$ cat config.mk
export PLATFORM = sky130hd
export DESIGN_NAME = crc16_64b_step
export DESIGN_NICKNAME = d
export VERILOG_FILES = /design/src/rtl/crc16_64b_frame_checker_pkg.sv /design/src/rtl/crc16_64b_frame_checker_step.sv
export SDC_FILE = /design/constraint.sdc
export NUM_CORES = 1
export LEC_CHECK = 0
export CORE_ASPECT_RATIO = 1.4
export CORE_MARGIN = 1
export CORE_UTILIZATION = 25
export DETAILED_ROUTE_END_ITERATION = 12
export GPL_ROUTABILITY_DRIVEN = 1
export PLACE_DENSITY_LB_ADDON = 0.1
export REMOVE_ABC_BUFFERS = 1
export SLEW_MARGIN = 20
export SYNTH_ARGS = -nofsm -noshare
export SYNTH_HDL_FRONTEND = slang
export SYNTH_SLANG_ARGS = --single-unit
$ cat constraint.sdc
create_clock -name vclk -period 12.9
set_clock_uncertainty 0.15 [all_clocks]
set_input_delay 1.29 -clock vclk [all_inputs]
set_output_delay 1.29 -clock vclk [all_outputs]
set_load 0.03 [all_outputs]
$ cat src/rtl/crc16_64b_frame_checker_pkg.sv
// -----------------------------------------------------------------------------
// crc16_pkg
// Shared definitions for the 64-bit CRC-16 framing logic:
//   CRC16_POLY / CRC16_INIT : CRC-16 (x^16+x^12+x^5+1), init 0xFFFF,
//                             no reflection, no final XOR
//   crc16_next64()          : one 64-bit word update, bytes din[7:0] first
//   chk_state_t             : frame checker state encoding
// -----------------------------------------------------------------------------
package crc16_pkg;

    localparam logic [15:0] CRC16_POLY = 16'h1021;
    localparam logic [15:0] CRC16_INIT = 16'hFFFF;

    typedef enum logic [1:0] {
        ST_IDLE,
        ST_DATA,
        ST_DRAIN
    } chk_state_t;

    // Byte-at-a-time form of the MSB-first 0x1021 CRC. The x<<12 / x<<5 / x
    // terms are the polynomial taps folded over one byte, so CRC16_POLY is
    // implicit here rather than looped over bit by bit.
    function automatic logic [15:0] crc16_next64(input logic [15:0] crc,
                                                 input logic [63:0] data);
        logic [15:0] c;
        logic [7:0]  x;
        c = crc;
        for (int unsigned k = 0; k < 8; k++) begin
            x = c[15:8] ^ data[8*k +: 8];
            x = x ^ {4'h0, x[7:4]};
            c = {c[7:0], 8'h00} ^ {x[3:0], 12'h000} ^ {3'b000, x, 5'b00000} ^ {8'h00, x};
        end
        return c;
    endfunction

endpackage

$ cat src/rtl/crc16_64b_frame_checker_step.sv
// -----------------------------------------------------------------------------
// crc16_64b_step
// Purely combinational 64-bit CRC-16 update, shareable with transmit framing.
//   i_crc  [15:0] : running CRC
//   i_data [63:0] : word, processed as bytes [7:0] first through [63:56] last
//   o_crc  [15:0] : updated CRC
// -----------------------------------------------------------------------------
module crc16_64b_step
    import crc16_pkg::*;
(
    input  logic [15:0] i_crc,
    input  logic [63:0] i_data,
    output logic [15:0] o_crc
);

    assign o_crc = crc16_next64(i_crc, i_data);

endmodule

# Yosys cells after proc, flatten, opt, wreduce, memory -nomap -nowiden
# Cells that the tools add are included.
[word_totals]
register_bits = 0
in_bits = 80
out_inout_bits = 16
[op_classes]
n_bitwise = 40
[op_table]
columns = ["cell", "n"]
rows = [
  ["$xor A16 B13 Y16", 8],
  ["$xor A16 B16 Y16", 8],
  ["$xor A16 B8 Y16", 8],
  ["$xor A8 B4 Y8", 8],
  ["$xor A8 B8 Y8", 8],
]

# Longest topological paths before layout
[logic_depth]
ltp_word = 40
ltp_mapped = 9

# Worst setup path before layout
# Ideal clock, no wire load.
[synth_path]
path_kind = "input to output"
from = "input port i_data[6]"
to = "output port o_crc[9]"
slack_ps = 6401
n_path_buf = 0
path_stages = 9
arrival_time_ps = 5059
cell_sequence = "xnor2_1 -> xnor3_2 -> xor3_2 -> xnor3_2 -> xnor3_1 -> xnor3_2 -> xnor3_2 -> xnor2_2 -> xnor2_1"
[synth_via]
elab_chain_cells = 37
word_cells_on_any_way = 40
cone_classes = "bitwise: 40"
[synth_rtl]
columns = ["element", "line", "rtl"]
rows = [
  ["from (decl)", "crc16_64b_frame_checker_step.sv:12", "input logic [63:0] i_data,"],
  ["$xor A8 B8 Y8 *", "crc16_64b_frame_checker_pkg.sv:29", "x = c[15:8] ^ data[8*k +: 8];"],
  ["$xor A8 B4 Y8 *", "crc16_64b_frame_checker_pkg.sv:30", "x = x ^ {4'h0, x[7:4]};"],
  ["$xor A16 B16 Y16 / $xor A16 B13 Y16 (equally long branches)", "crc16_64b_frame_checker_pkg.sv:31", "c = {c[7:0], 8'h00} ^ {x[3:0], 12'h000} ^ {3'b000, x, 5'b00000} ^ {8'h00, x};"],
  ["$xor A16 B13 Y16 / $xor A16 B8 Y16 (equally long branches)", "crc16_64b_frame_checker_pkg.sv:31", ""],
  ["$xor A16 B8 Y16 *", "crc16_64b_frame_checker_pkg.sv:31", ""],
  ["$xor A8 B8 Y8 / $xor A8 B4 Y8 (equally long branches)", "crc16_64b_frame_checker_pkg.sv:29, crc16_64b_frame_checker_pkg.sv:30", ""],
  ["$xor A8 B4 Y8, or another cell as far along", "crc16_64b_frame_checker_pkg.sv:30", ""],
  ["$xor A16 B16 Y16, or another cell as far along", "crc16_64b_frame_checker_pkg.sv:31", ""],
  ["[21 not listed]", "--", ""],
  ["$xor A8 B4 Y8 / $xor A8 B8 Y8 (equally long branches)", "crc16_64b_frame_checker_pkg.sv:30, crc16_64b_frame_checker_pkg.sv:29", ""],
  ["$xor A16 B16 Y16 / $xor A8 B4 Y8 (equally long branches)", "crc16_64b_frame_checker_pkg.sv:31, crc16_64b_frame_checker_pkg.sv:30", ""],
  ["$xor A16 B13 Y16", "crc16_64b_frame_checker_pkg.sv:31", ""],
  ["$xor A16 B8 Y16 *", "crc16_64b_frame_checker_pkg.sv:31", ""],
  ["$xor A8 B8 Y8", "crc16_64b_frame_checker_pkg.sv:29", ""],
  ["$xor A8 B4 Y8", "crc16_64b_frame_checker_pkg.sv:30", ""],
  ["$xor A16 B13 Y16 *", "crc16_64b_frame_checker_pkg.sv:31", ""],
  ["$xor A16 B8 Y16 *", "crc16_64b_frame_checker_pkg.sv:31", ""],
  ["to (decl)", "crc16_64b_frame_checker_step.sv:13", "output logic [15:0] o_crc"],
]
# Mark *: on every way between the ends. The rest lies on a longest branch, timed or not.

# Final worst setup path
[layout_path]
from = "input port i_crc[14]"
to = "output port o_crc[13]"
[layout_via]
elab_chain_cells = 37
word_cells_on_any_way = 40
cone_classes = "bitwise: 40"
[layout_rtl]
columns = ["element", "line", "rtl"]
rows = [
  ["from (decl)", "crc16_64b_frame_checker_step.sv:11", "input logic [15:0] i_crc,"],
  ["$xor A8 B8 Y8 *", "crc16_64b_frame_checker_pkg.sv:29", ""],
  ["$xor A8 B4 Y8 *", "crc16_64b_frame_checker_pkg.sv:30", ""],
  ["$xor A16 B16 Y16 / $xor A16 B13 Y16 (equally long branches)", "crc16_64b_frame_checker_pkg.sv:31", ""],
  ["$xor A16 B13 Y16 / $xor A16 B8 Y16 (equally long branches)", "crc16_64b_frame_checker_pkg.sv:31", ""],
  ["$xor A16 B8 Y16 *", "crc16_64b_frame_checker_pkg.sv:31", ""],
  ["$xor A8 B8 Y8 / $xor A8 B4 Y8 (equally long branches)", "crc16_64b_frame_checker_pkg.sv:29, crc16_64b_frame_checker_pkg.sv:30", ""],
  ["$xor A8 B4 Y8, or another cell as far along", "crc16_64b_frame_checker_pkg.sv:30", ""],
  ["$xor A16 B16 Y16, or another cell as far along", "crc16_64b_frame_checker_pkg.sv:31", ""],
  ["[21 not listed]", "--", ""],
  ["$xor A8 B4 Y8 / $xor A16 B16 Y16 (equally long branches)", "crc16_64b_frame_checker_pkg.sv:30, crc16_64b_frame_checker_pkg.sv:31", ""],
  ["$xor A16 B13 Y16", "crc16_64b_frame_checker_pkg.sv:31", ""],
  ["$xor A16 B8 Y16 *", "crc16_64b_frame_checker_pkg.sv:31", ""],
  ["$xor A8 B8 Y8", "crc16_64b_frame_checker_pkg.sv:29", ""],
  ["$xor A8 B4 Y8", "crc16_64b_frame_checker_pkg.sv:30", ""],
  ["$xor A16 B16 Y16 *", "crc16_64b_frame_checker_pkg.sv:31", ""],
  ["$xor A16 B13 Y16 *", "crc16_64b_frame_checker_pkg.sv:31", ""],
  ["$xor A16 B8 Y16 *", "crc16_64b_frame_checker_pkg.sv:31", ""],
]
# Marks and branches as above.

==> impl_results.html <==
<table>
<tr><th>Metric</th><th>Value</th></tr>
<tr><th colspan="2">Outcome</th></tr>
<tr><td>Result of the run</td><td>finished clean</td></tr>
<tr><th colspan="2">STA</th></tr>
<tr><td>Number of max-slew violations in the final report</td><td>0</td></tr>
<tr><td>Fraction of the cycle the final worst path needs</td><td>0.584</td></tr>
<tr><td>Number of hold violations in the final report</td><td>0</td></tr>
<tr><td>Post-layout min period</td><td>7530 ps</td></tr>
<tr><td>Number of setup violations in the final report</td><td>0</td></tr>
<tr><td>Setup repair after global routing missed its margin</td><td>false</td></tr>
<tr><td>TNS Setup</td><td>0 ps</td></tr>
<tr><td>Worst Setup Slack, final</td><td>5370 ps</td></tr>
<tr><td>Slew of the pin with the lowest slew margin</td><td>576 ps</td></tr>
<tr><td>Slew Limit Headroom</td><td>0.613</td></tr>
<tr><td>FMAX</td><td>around 0.13 GHz</td></tr>
<tr><th colspan="2">Synthesis</th></tr>
<tr><td>Distinct cells, synth</td><td>10</td></tr>
<tr><td>Netlist area before placement</td><td>0.00255 sq mm</td></tr>
<tr><td>Cells after Synth</td><td>around 190</td></tr>
<tr><td>Mean area per synthesized cell</td><td>13.3 sq um</td></tr>
<tr><td>Yosys Warn Count</td><td>0</td></tr>
<tr><td>Portion of the post-synthesis area used by sequential elements</td><td>0</td></tr>
<tr><th colspan="2">Finish</th></tr>
<tr><td>Layout clock buffers</td><td>0</td></tr>
<tr><td>Area occupied by registers</td><td>0 sq um</td></tr>
<tr><td>Commonest cells after routing, fill and taps aside</td><td>96 x sky130_fd_sc_hd__clkdlybuf4s50_1, 92 x sky130_fd_sc_hd__xnor2_1, 37 x sky130_fd_sc_hd__xnor3_1, 34 x sky130_fd_sc_hd__xor2_1, 11 x sky130_fd_sc_hd__xor3_1</td></tr>
<tr><td>P&amp;R area growth vs syn</td><td>44.3%</td></tr>
<tr><td>Area of the multi-input gates</td><td>0.00254 sq mm</td></tr>
<tr><td>Number of diodes</td><td>0</td></tr>
<tr><td>Fraction of layout instances using a drive strength above 1</td><td>0.0556</td></tr>
<tr><td>Number of fill cells in the layout</td><td>1,014</td></tr>
<tr><td>Final net count</td><td>370</td></tr>
<tr><td>Sequential cell count of the final layout</td><td>0</td></tr>
<tr><td>Most common library cell in the layout ignoring fill and taps</td><td>sky130_fd_sc_hd__clkdlybuf4s50_1</td></tr>
<tr><th colspan="2">Worst setup path</th></tr>
<tr><td>Number of buffer and inverter stages on the critical path</td><td>2</td></tr>
<tr><td>Crit Path Category</td><td>in2out</td></tr>
<tr><td>Element type at the critical path start</td><td>input port</td></tr>
<tr><td>Worst-path cell chain</td><td>clkdlybuf4s50_1 -&gt; xnor2_1 -&gt; xnor3_2 -&gt; xnor2_1 -&gt; xnor3_1 -&gt; xnor2_1 -&gt; xnor3_1 -&gt; xor2_1 -&gt; xnor3_1 -&gt; xnor2_1 -&gt; clkdlybuf4s50_1</td></tr>
<tr><td>Crit. End Element</td><td>primary output</td></tr>
<tr><td>Critical-path maximum fanout</td><td>6</td></tr>
<tr><td>Critical Path Slowest Stage Cell</td><td>sky130_fd_sc_hd__clkdlybuf4s50_1</td></tr>
<tr><td>Top delay family on crit path</td><td>XOR/XNOR gates</td></tr>
<tr><td>Maximum single-stage delay on the critical path</td><td>690 ps</td></tr>
<tr><td>CP arrival</td><td>6090 ps</td></tr>
<tr><td>Required time worst endpoint</td><td>11,460 ps</td></tr>
<tr><td>CP dominant cell by count</td><td>sky130_fd_sc_hd__xnor2_1</td></tr>
<tr><th colspan="2">Drt</th></tr>
<tr><td>Total wire length</td><td>6570 um</td></tr>
<tr><td>Initial DRT Pass Iterations</td><td>2</td></tr>
<tr><td>Via count</td><td>1,643</td></tr>
<tr><td>DRC violation total after the first TritonRoute iteration</td><td>20</td></tr>
<tr><td>Routed length per placed instance</td><td>~16 um</td></tr>
<tr><td>Number of remaining DRC errors</td><td>0</td></tr>
<tr><td>Via/cell ratio</td><td>3.88</td></tr>
<tr><td>Count of antenna-violating nets left after detailed routing</td><td>0</td></tr>
<tr><th colspan="2">Floorplan</th></tr>
<tr><td>Placement Rows</td><td>43</td></tr>
<tr><td>Initial core utilization</td><td>0.258</td></tr>
<tr><td>Overall die height</td><td>122 um</td></tr>
<tr><td>Area of the core</td><td>0.00990 sq mm</td></tr>
<tr><td>Number of top-level pins</td><td>96</td></tr>
<tr><td>Die extent in x</td><td>87.4 um</td></tr>
<tr><td>Total die area</td><td>between 0.01 and 0.015 sq mm</td></tr>
<tr><th colspan="2">GRT</th></tr>
<tr><td>Overflow left after global routing</td><td>0</td></tr>
<tr><td>Antenna violations before repair</td><td>0</td></tr>
<tr><td>Largest net degree at the start of global routing</td><td>7</td></tr>
<tr><td>Wire length of the first global-routing pass</td><td>9570 um</td></tr>
<tr><td>Global-route usage over all layers</td><td>0.121</td></tr>
<tr><td>Number of global-route vias before repair</td><td>1,852</td></tr>
<tr><th colspan="2">Clocking</th></tr>
<tr><td>Number of resized instances in the post-cts repair step</td><td>0</td></tr>
<tr><td>Number of hold buffers added after CTS</td><td>0</td></tr>
<tr><td>Setup fix buffers added after clock tree synthesis</td><td>0</td></tr>
<tr><th colspan="2">Placed design</th></tr>
<tr><td>Count of buffers from port buffering</td><td>96</td></tr>
<tr><td>Placer Congestion</td><td>0.750</td></tr>
<tr><td>Placed wire-length estimate</td><td>5890 um</td></tr>
<tr><td>Placement Setup Slack</td><td>5310 ps</td></tr>
<tr><th colspan="2">Hold path</th></tr>
<tr><td>Worst min-delay path category</td><td>in2out</td></tr>
<tr><th colspan="2">Run</th></tr>
<tr><td>Number of max-capacitance violations reported</td><td>0</td></tr>
</table>
cell type report:
class	count	share of cell area
multi-input combinational	190	0.691
timing repair buffer	96	0.261
tap	135	0.0459
inverter	2	0.00204
worst paths after layout:
| kind | start | to | cells past startpoint |
|---|---|---|---|
| hold / removal | i_data[58] | o_crc[14] | 3 |
| setup / recovery | i_crc[14] | o_crc[13] | 11 |
cell families (layout without fill, tap and decap cells):
group	count (synthesis)	count (layout)	synth area share
buffers and inverters	2	98	0.00294
xor gates and xnor gates	190	190	0.997
stage by stage:
step	instances	instance area (sq um)	hold slack, ps	utilization
3_5_place_dp	423	3680	3620	0.372
3_3_place_gp	423	3680	3620	0.372
4_1_cts	423	3680	3630	0.372
6_report	423	3680	3620	0.372
2_1_floorplan	192	2550	2630	-
5_1_grt	423	3680	3650	0.372
metal layers:
metal  routed length (um)  GRT usage  share of wire  vias up
met2                 3770      0.267           0.57       56
met4                    0          0              0        0
met3                  308    0.00340          0.047        0
met5                    0          0              0        -
li1                     -          -              -      826
met1                 2490      0.128           0.38      761
tightest hold or removal path: cells and delay by family:
| kind | cells | cell delay (ps) |
|---|---|---|
| buffers and inverters | 2 | 1100 |
| XOR/XNOR | 1 | 90 |
synth_stat cells:
| master | number | area share |
|---|---|---|
| sky130_fd_sc_hd__inv_1 | 2 | 0.0029 |
| sky130_fd_sc_hd__xnor3_1 | 37 | 0.33 |
| sky130_fd_sc_hd__xor3_1 | 11 | 0.10 |
| sky130_fd_sc_hd__xnor2_1 | 92 | 0.32 |
| sky130_fd_sc_hd__xor2_1 | 34 | 0.12 |
| sky130_fd_sc_hd__xnor3_4 | 3 | 0.031 |
| sky130_fd_sc_hd__xnor2_2 | 5 | 0.032 |
| sky130_fd_sc_hd__xor2_2 | 1 | 0.0064 |
| sky130_fd_sc_hd__xnor3_2 | 5 | 0.047 |
| sky130_fd_sc_hd__xor3_2 | 2 | 0.020 |
Power is left out: the tool's default activity adds up to more than one toggle a clock period on the data nets, which glitch-free logic cannot reach.
